File: config.mk
export PLATFORM = sky130hd
export DESIGN_NAME = bin2bcd_stream
export DESIGN_NICKNAME = d
export VERILOG_FILES = /design/src/rtl/bin2bcd_pkg.sv /design/src/rtl/dabble_step.sv /design/src/rtl/bin2bcd_stream.sv
export SDC_FILE = /design/constraint.sdc
export NUM_CORES = 1
export LEC_CHECK = 0
export BUFFER_PORTS_ARGS = -buffer_cell sky130_fd_sc_hd__clkbuf_2
export CAP_MARGIN = 20
export CORE_UTILIZATION = 45
export DETAILED_ROUTE_END_ITERATION = 8
export PLACE_DENSITY = 0.66
export SLEW_MARGIN = 20
export SYNTH_ARGS = -nofsm -noshare
export SYNTH_HDL_FRONTEND = slang
export SYNTH_SLANG_ARGS = --single-unit
File: constraint.sdc
create_clock -name clk -period 3.2 [get_ports clk]
set_input_delay 0.48 -clock clk [delete_from_list [all_inputs] [get_ports clk]]
set_output_delay 0.48 -clock clk [all_outputs]
set_load 0.01 [all_outputs]
File: src/rtl/bin2bcd_pkg.sv
// Shared types for the streaming binary-to-BCD converter.
// dabble_adjust is the per-digit correction applied before every shift.
package bin2bcd_pkg;

  typedef enum logic [1:0] {
    IDLE    = 2'd0,
    CONVERT = 2'd1,
    DONE    = 2'd2
  } state_t;

  typedef logic [3:0] bcd_digit_t;

  function automatic bcd_digit_t dabble_adjust(bcd_digit_t d);
    return (d >= 4'd5) ? d + 4'd3 : d;
  endfunction

endpackage

File: src/rtl/dabble_step.sv
// One combinational double-dabble step: adjust every digit, then shift in one magnitude bit.
// carry_out is the bit pushed out of the top digit, i.e. a sign that the value no longer fits.
module dabble_step
  import bin2bcd_pkg::*;
#(
  parameter int DIGIT_COUNT = 5
) (
  input  bcd_digit_t [DIGIT_COUNT-1:0] bcd_in,
  input  logic                         mag_msb,
  output bcd_digit_t [DIGIT_COUNT-1:0] bcd_out,
  output logic                         carry_out
);

  bcd_digit_t [DIGIT_COUNT-1:0] adj;

  always_comb begin
    adj = '0;
    for (int i = 0; i < DIGIT_COUNT; i++) begin
      adj[i] = dabble_adjust(bcd_in[i]);
    end
  end

  assign {carry_out, bcd_out} = {adj, mag_msb};

endmodule

File: src/rtl/bin2bcd_stream.sv
// Streaming binary-to-BCD converter, BITS_PER_CYCLE double-dabble steps per clock,
// optional two's-complement input, saturating overflow and output backpressure.
//   state   | meaning
//   IDLE    | waiting for an input word
//   CONVERT | shifting magnitude bits into the BCD register
//   DONE    | result presented, waiting for out_ready
module bin2bcd_stream
  import bin2bcd_pkg::*;
#(
  parameter int WIDTH          = 16,
  parameter int DIGIT_COUNT    = 5,
  parameter int BITS_PER_CYCLE = 1,
  parameter int SIGNED         = 0
) (
  input  logic                        clk,
  input  logic                        reset,
  input  logic                        in_valid,
  output logic                        in_ready,
  input  logic [WIDTH-1:0]            in_data,
  output logic                        out_valid,
  input  logic                        out_ready,
  output logic [DIGIT_COUNT-1:0][3:0] out_digits,
  output logic                        out_sign,
  output logic                        out_overflow,
  output logic                        busy
);

  localparam int N  = WIDTH / BITS_PER_CYCLE;
  localparam int CW = $clog2(N + 1);

  if (WIDTH % BITS_PER_CYCLE != 0) begin : g_bpc_check
    $error("bin2bcd_stream: BITS_PER_CYCLE must divide WIDTH");
  end

  state_t                       state, state_next;
  bcd_digit_t [DIGIT_COUNT-1:0] bcd_q;
  logic [WIDTH-1:0]             mag_q;
  logic                         sign_q;
  logic                         ovf_q;
  logic [CW-1:0]                cnt_q;

  logic                         accept;
  logic                         last_step;
  logic                         sign_in;
  logic [WIDTH-1:0]             mag_in;
  logic                         ovf_next;
  logic [BITS_PER_CYCLE-1:0]    carry;
  bcd_digit_t [DIGIT_COUNT-1:0] chain [BITS_PER_CYCLE+1];

  assign accept    = in_valid && in_ready;
  assign last_step = (state == CONVERT) && (cnt_q == CW'(N - 1));
  assign sign_in   = (SIGNED != 0) ? in_data[WIDTH-1] : 1'b0;
  // Unsigned negate: the most negative input maps to 2**(WIDTH-1) without wrapping.
  assign mag_in    = sign_in ? (~in_data) + WIDTH'(1) : in_data;

  assign chain[0] = bcd_q;
  for (genvar s = 0; s < BITS_PER_CYCLE; s++) begin : g_step
    dabble_step #(.DIGIT_COUNT(DIGIT_COUNT)) u_step (
      .bcd_in    (chain[s]),
      .mag_msb   (mag_q[WIDTH-1-s]),
      .bcd_out   (chain[s+1]),
      .carry_out (carry[s])
    );
  end
  assign ovf_next = ovf_q | (|carry);

  always_ff @(posedge clk or negedge reset) begin
    if (!reset) state <= IDLE;
    else        state <= state_next;
  end

  always_comb begin
    state_next = state;
    unique case (state)
      IDLE:    if (in_valid)  state_next = CONVERT;
      CONVERT: if (last_step) state_next = DONE;
      DONE:    if (out_ready) state_next = in_valid ? CONVERT : IDLE;
      default: state_next = IDLE;
    endcase
  end

  always_comb begin
    in_ready  = 1'b0;
    out_valid = 1'b0;
    busy      = 1'b1;
    unique case (state)
      IDLE: begin
        in_ready = 1'b1;
        busy     = 1'b0;
      end
      CONVERT: ;
      DONE: begin
        out_valid = 1'b1;
        in_ready  = out_ready;
      end
      default: ;
    endcase
  end

  always_ff @(posedge clk or negedge reset) begin
    if (!reset) begin
      bcd_q  <= '0;
      mag_q  <= '0;
      sign_q <= 1'b0;
      ovf_q  <= 1'b0;
      cnt_q  <= '0;
    end else if (accept) begin
      bcd_q  <= '0;
      mag_q  <= mag_in;
      sign_q <= sign_in;
      ovf_q  <= 1'b0;
      cnt_q  <= '0;
    end else if (state == CONVERT) begin
      bcd_q  <= chain[BITS_PER_CYCLE];
      mag_q  <= mag_q << BITS_PER_CYCLE;
      ovf_q  <= ovf_next;
      cnt_q  <= cnt_q + CW'(1);
    end
  end

  // Output registers load only on the final step so they hold the last result otherwise.
  always_ff @(posedge clk or negedge reset) begin
    if (!reset) begin
      out_digits   <= '0;
      out_sign     <= 1'b0;
      out_overflow <= 1'b0;
    end else if (last_step) begin
      out_digits   <= ovf_next ? {DIGIT_COUNT{4'd9}} : chain[BITS_PER_CYCLE];
      out_sign     <= sign_q;
      out_overflow <= ovf_next;
    end
  end

endmodule

### Yosys cells after proc, flatten, opt, wreduce, memory -nomap -nowiden

Cells that the tools add are included.

| word-level totals | value |
|---|---|
| flip-flop bits (word level) | 65 |
| latch bits | 0 |
| RAM bits | 0 |
| memory bits (read-only) | 0 |
| bits of input ports | 20 |
| word-level logic and storage cells | 60 |
| memories | 0 |

| operators by class | value |
|---|---|
| $add $sub $neg | 6 |
| multipliers | 0 |
| divide/modulo/power cells | 0 |
| $lt $le $gt $ge | 5 |
| eq/ne operators | 6 |
| shift operators | 0 |
| mux-type cells | 22 |
| bitwise gates (word level) | 1 |
| reduce and logical (&&, ||, !) cells | 5 |

Operators with widths:

| cell | number |
|---|---|
| $mux W20 | 3 |
| $mux W16 | 2 |
| $add A4 B2 Y4 const B | 5 |
| $ge A4 B3 Y1 const B | 5 |
| $mux W4 | 5 |
| $mux W5 | 2 |
| $mux W2 | 3 |
| $ne A2 B2 Y1 const B | 3 |
| $pmux W2 S3 | 1 |
| $add A5 B1 Y5 const B | 1 |
| $eq A5 B4 Y1 const B | 1 |
| $mux W1 | 5 |
| $reduce_and A3 Y1 | 1 |
| $eq A2 B1 Y1 const B | 1 |
| $eq A2 B2 Y1 const B | 1 |
| $logic_and A1 B1 Y1 | 2 |
| $logic_not A2 Y1 | 1 |
| $pmux W1 S2 | 1 |
| $reduce_bool A2 Y1 | 1 |
| $or A1 B1 Y1 | 1 |

### Longest topological paths before layout

| logic depth | value |
|---|---|
| depth after elaboration | 5 |
| depth in mapped cells | 7 |
| depth with buffers taken out | 6 |

### Modules after synthesis

From an unflattened synthesis, not the netlist that was laid out.

| second synthesis, totals | value |
|---|---|
| cells, all modules | 316 |
| area, all modules | 3,224.3 µm² |

By module, submodules not included:

| module | times used | cells each | area each (µm²) | seq. area each (µm²) |
|---|---|---|---|---|
| bin2bcd_stream | 1 | 235 | 2,710.1 | 1,626.6 |
| dabble_step | 1 | 81 | 514.2 | 0.0 |

### Worst setup path before layout

No wires, ideal clock.

| timing | value |
|---|---|
| path type | register to register |
| start | register bcd_q[0] (netlist name) |
| end | register out_digits[2] (netlist name) |
| arrival time | 1,467 ps |
| data required time | 3,105 ps |
| path slack | 1,638 ps |
| cell stages (with the launch flop) | 6 |
| buffers on the path | 0 |
| cell sequence | dfrtp_1 > ha_1 > nand2b_1 > a21oi_1 > mux2_2 > o31ai_1 |

| on the way | value |
|---|---|
| word-level cells in the longest chain between the ends | 3 |
| elaborated cells between the ends (all ways) | 4 |
| classes of those cells | 1 x add/sub; 1 x order compare; 2 x mux |

RTL lines:

| item | RTL line | text |
|---|---|---|
| start, declared | bin2bcd_stream.sv:36 | `bcd_digit_t [DIGIT_COUNT-1:0] bcd_q;` |
| start signal, assigned | bin2bcd_stream.sv:114 | `bcd_q <= chain[BITS_PER_CYCLE];` |
| $add A4 B2 Y4 or $ge A4 B3 Y1 (tied branches) | bin2bcd_pkg.sv:14 | `return (d >= 4'd5) ? d + 4'd3 : d;` |
| $mux W4 * | bin2bcd_pkg.sv:14 |  |
| $mux W20 * | bin2bcd_stream.sv:128 | `out_digits <= ovf_next ? {DIGIT_COUNT{4'd9}} : chain[BITS_PER_CYCLE];` |
| end signal, assigned | bin2bcd_stream.sv:128 |  |
| end, declared | bin2bcd_stream.sv:22 | `output logic [DIGIT_COUNT-1:0][3:0] out_digits,` |

Mark *: on every way between the ends. The rest lies on a longest branch, timed or not.
A chain may end at the register's enable or synchronous reset.

### Final worst setup path

| timing | value |
|---|---|
| start | register state[1] |
| end | register out_digits[1] (netlist name) |

| on the way | value |
|---|---|
| word-level cells in the longest chain between the ends | 2 |

RTL lines:

| item | RTL line | text |
|---|---|---|
| start, declared | bin2bcd_stream.sv:35 | `state_t state, state_next;` |
| start signal, assigned | bin2bcd_stream.sv:69 | `else state <= state_next;` |
| $eq A2 B1 Y1 | bin2bcd_stream.sv:51 | `assign last_step = (state == CONVERT) && (cnt_q == CW'(N - 1));` |
| $logic_and A1 B1 Y1 | bin2bcd_stream.sv:51 |  |

No other way between the ends.

==> summary.md <==
| Metric | Value |
|---|---|
| Initial Utilization | `0.476` |
| Register Area | `1630 µm²` |
| Cell area after placement | `3330 µm²` |
| Cell variety after synth | `42` |
| Tightest Pin Transition | `786 ps` |
| Rel. slew slack | `0.476` |
| Fin crit share | `0.564` |
| Worst Setup End Kind | `flop` |
| CTS root buffer | `clkbuf_8` |
| Clk_skew | `6.35 ps` |
| Register bit total from synthesis | `65` |
| Initial antenna violation count | `0` |
| Final wirelength | `5.81 mm` |
| Sequential-to-total area share from yosys stat | `0.526` |
| Syn Inst Count | `294` |
| Status | `finished, violations left` |
| Tmin final | `1810 ps` |
| Core area | `6490 µm²` |
| Req. time, crit path | `3430 ps` |
| Worst Path Max Fanout | `23` |
| Iter 0 DRT Violations | `154` |
| CP Cell Sequence | `and2b_4 > nand2_2 > and2_0 > a31o_2` |
| CTS Buffer Depth | `2` |
| Synthesized Nets | `326` |
| Total GRT Usage | `0.183` |
| Global-route wire length before repair | `10.2 mm` |
| HPWL after DPL | `3.84 mm` |
| Final Max Tran Viols | `0` |
| Final hold violation count | `0` |
| Multi-input gate area | `1260 µm²` |
| Antenna cell count | `0` |
| Ranking of synthesized cells by area | `dfrtp_1 53%, a222oi_1 4.9%, ha_1 4.9%, nand2_1 4.0%, o21ai_0 3.6%` |
| Number of iterations in the first detailed-routing pass | `7` |
| Worst min-delay path class | `input pin to asynchronous set/reset pin` |
| Crit path largest cell delay | `450 ps` |
| CP Data Arrival Time | `2040 ps` |
| Full die area | `7210 µm²` |
| Vias in the first global route | `2173` |
| PortBufs | `43` |
| EDFF count, synth | `0` |
| Inserted Clock Buffers | `9` |
| Clk_lat worst skew | `340 ps` |
| RSZ-0062 raised after global routing | `no` |
| Final Cell Area | `3490 µm²` |
| Die Wd | `84.9 µm` |
| Failing checks | `design-rule violations` |
| Reg clk slew, reported paths | `70 ps` |
| Startpoint Class | `flop` |
| Top-area cell type share of the netlist area | `0.526` |
| DRC | `4` |
| Hold Buf Count CTS | `0` |
| Top post-synthesis cells by count | `65 x dfrtp_1, 33 x nand2_1, 28 x inv_1` |
| Routed WL per cell | `13.9 µm` |
| Routability cong. | `0.768` |
| Pin count of the biggest net entering global routing | `40` |
| # rows | `29` |
| Leak Pwr | `1.70 nW` |
| Post-Syn Area | `3090 µm²` |
| Peak Freq | `0.554 GHz` |
| Synth Area per Inst | `10.5 µm²` |
| Power density cells | `1010 nW/µm²` |
| Final nets | `368` |
| Detail Route Antenna Nets | `0` |
| Critical path type | `flop to flop` |
| Setup TNS | `0 ps` |
| DR vias | `2286` |
| Grt total ovfl | `0` |
| Count leader, synth | `dfrtp_1` |
| Worst VDD drop | `542 µV` |
| Post-CTS Repair Setup Buffers | `0` |
| Fill cells | `626` |
| Proportion of layout cells with a drive suffix above 1 | `0.226` |
| Area Overhead vs Synth | `12.8%` |
| Synthesis Warnings | `0` |
| Post-cts resize count | `0` |
| Synth Flop Type | `dfrtp_1` |
| Highest-delay cell along the critical path | `and2b_4` |
| FFs w/ async S/R, synth | `1.00` |
| Cell taking the most area after synthesis | `dfrtp_1` |
| Number of max-cap violations | `0` |
| Via density | `5.47` |
| Vert. Die Dim | `84.9 µm` |
| CTS tree | `done` |
| # IOs | `45` |
| Total clock sinks | `65` |
| Htree depth | `3` |
| Final setup fails | `0` |
final timing paths:
check,startpoint,to,slack (ps),cells after the start
min in group clk,in_data[0],mag_q[0],350,3
min,reset,bcd_q[14],130,2
min reg2reg,out_digits[14],out_digits[14],480,2
max,state[1],out_digits[1],1390,4
max in group asynchronous,reset,cnt_q[0],2660,2
max reg2reg,state[1],out_digits[1],1390,4
cells by family after synthesis:
kind of cell             share of synthesized area
AO/OA/AOI/OAI                                0.200
AND/OR/NAND/NOR                              0.115
flip-flops                                   0.526
buffers and inverters                       0.0700
adder cells (fa/ha/maj)                     0.0485
XOR/XNOR                                    0.0198
multiplexers                                0.0194
other                                      0.00121
critical path, delay by kind of cell, from the launching register on:
kind | cells | cell delay [ps]
AND/OR/NAND/NOR | 3 | 1050
flip-flops | 1 | 440
AO/OA/AOI/OAI | 1 | 210
layer usage:
| metal | global-route usage | share of wire | wire [µm] |
|---|---|---|---|
| met5 | 0 | 0 | 0 |
| met4 | 0.0555 | 0.013 | 73 |
| met3 | 0.0642 | 0.057 | 330 |
| met1 | 0.228 | 0.46 | 2690 |
| met2 | 0.300 | 0.47 | 2710 |
registers in the layout, indices dropped and copies added, names as in the netlist:
register and flops:
out_digits 20, out_overflow 1, mag_q 16, ovf_q 1, bcd_q 20, state 2
cnt_q 5
cell type report:
cell class / count / share of cell area
multi-input combinational: 185 / 0.361
sequential: 65 / 0.466
clock inverter: 4 / 0.00574
tap: 77 / 0.0276
inverter: 28 / 0.0301
clock buffer: 12 / 0.0387
timing repair buffer: 47 / 0.0703
power by group:
part,internal [mW],switching (mW)
combinational,0.658,0.852
sequential,1.17,0.268
clock,0.276,0.297
placed cells by master (no fill, tap or decap), types with 2 or more instances in the layout:
cell type	count
a21oi_1	16
a222oi_1	15
a22o_1	3
a31oi_1	9
buf_4	4
clkbuf_1	3
clkbuf_2	43
clkbuf_8	9
clkinv_2	4
dfrtp_1	65
ha_1	12
inv_1	28
mux2_2	4
nand2_1	33
nand2b_1	7
nor2_1	14
nor2b_1	2
nor3b_1	9
o21ai_0	22
o21ai_1	4
o31ai_1	8
xnor2_1	5
xor2_1	2
through the flow:
step	power, mW	setup slack, ps	hold WS (ps)	std cells	utilization
after floorplan	2.60	1640	184	294	-
after global placement	2.93	1440	467	402	0.513
after detailed placement	2.98	1370	474	402	0.513
after CTS	3.57	1380	138	418	0.537
after global routing	3.84	1290	168	418	0.537
final	3.53	1390	134	418	0.537
Note: power is estimated with default switching activity, not from simulation.
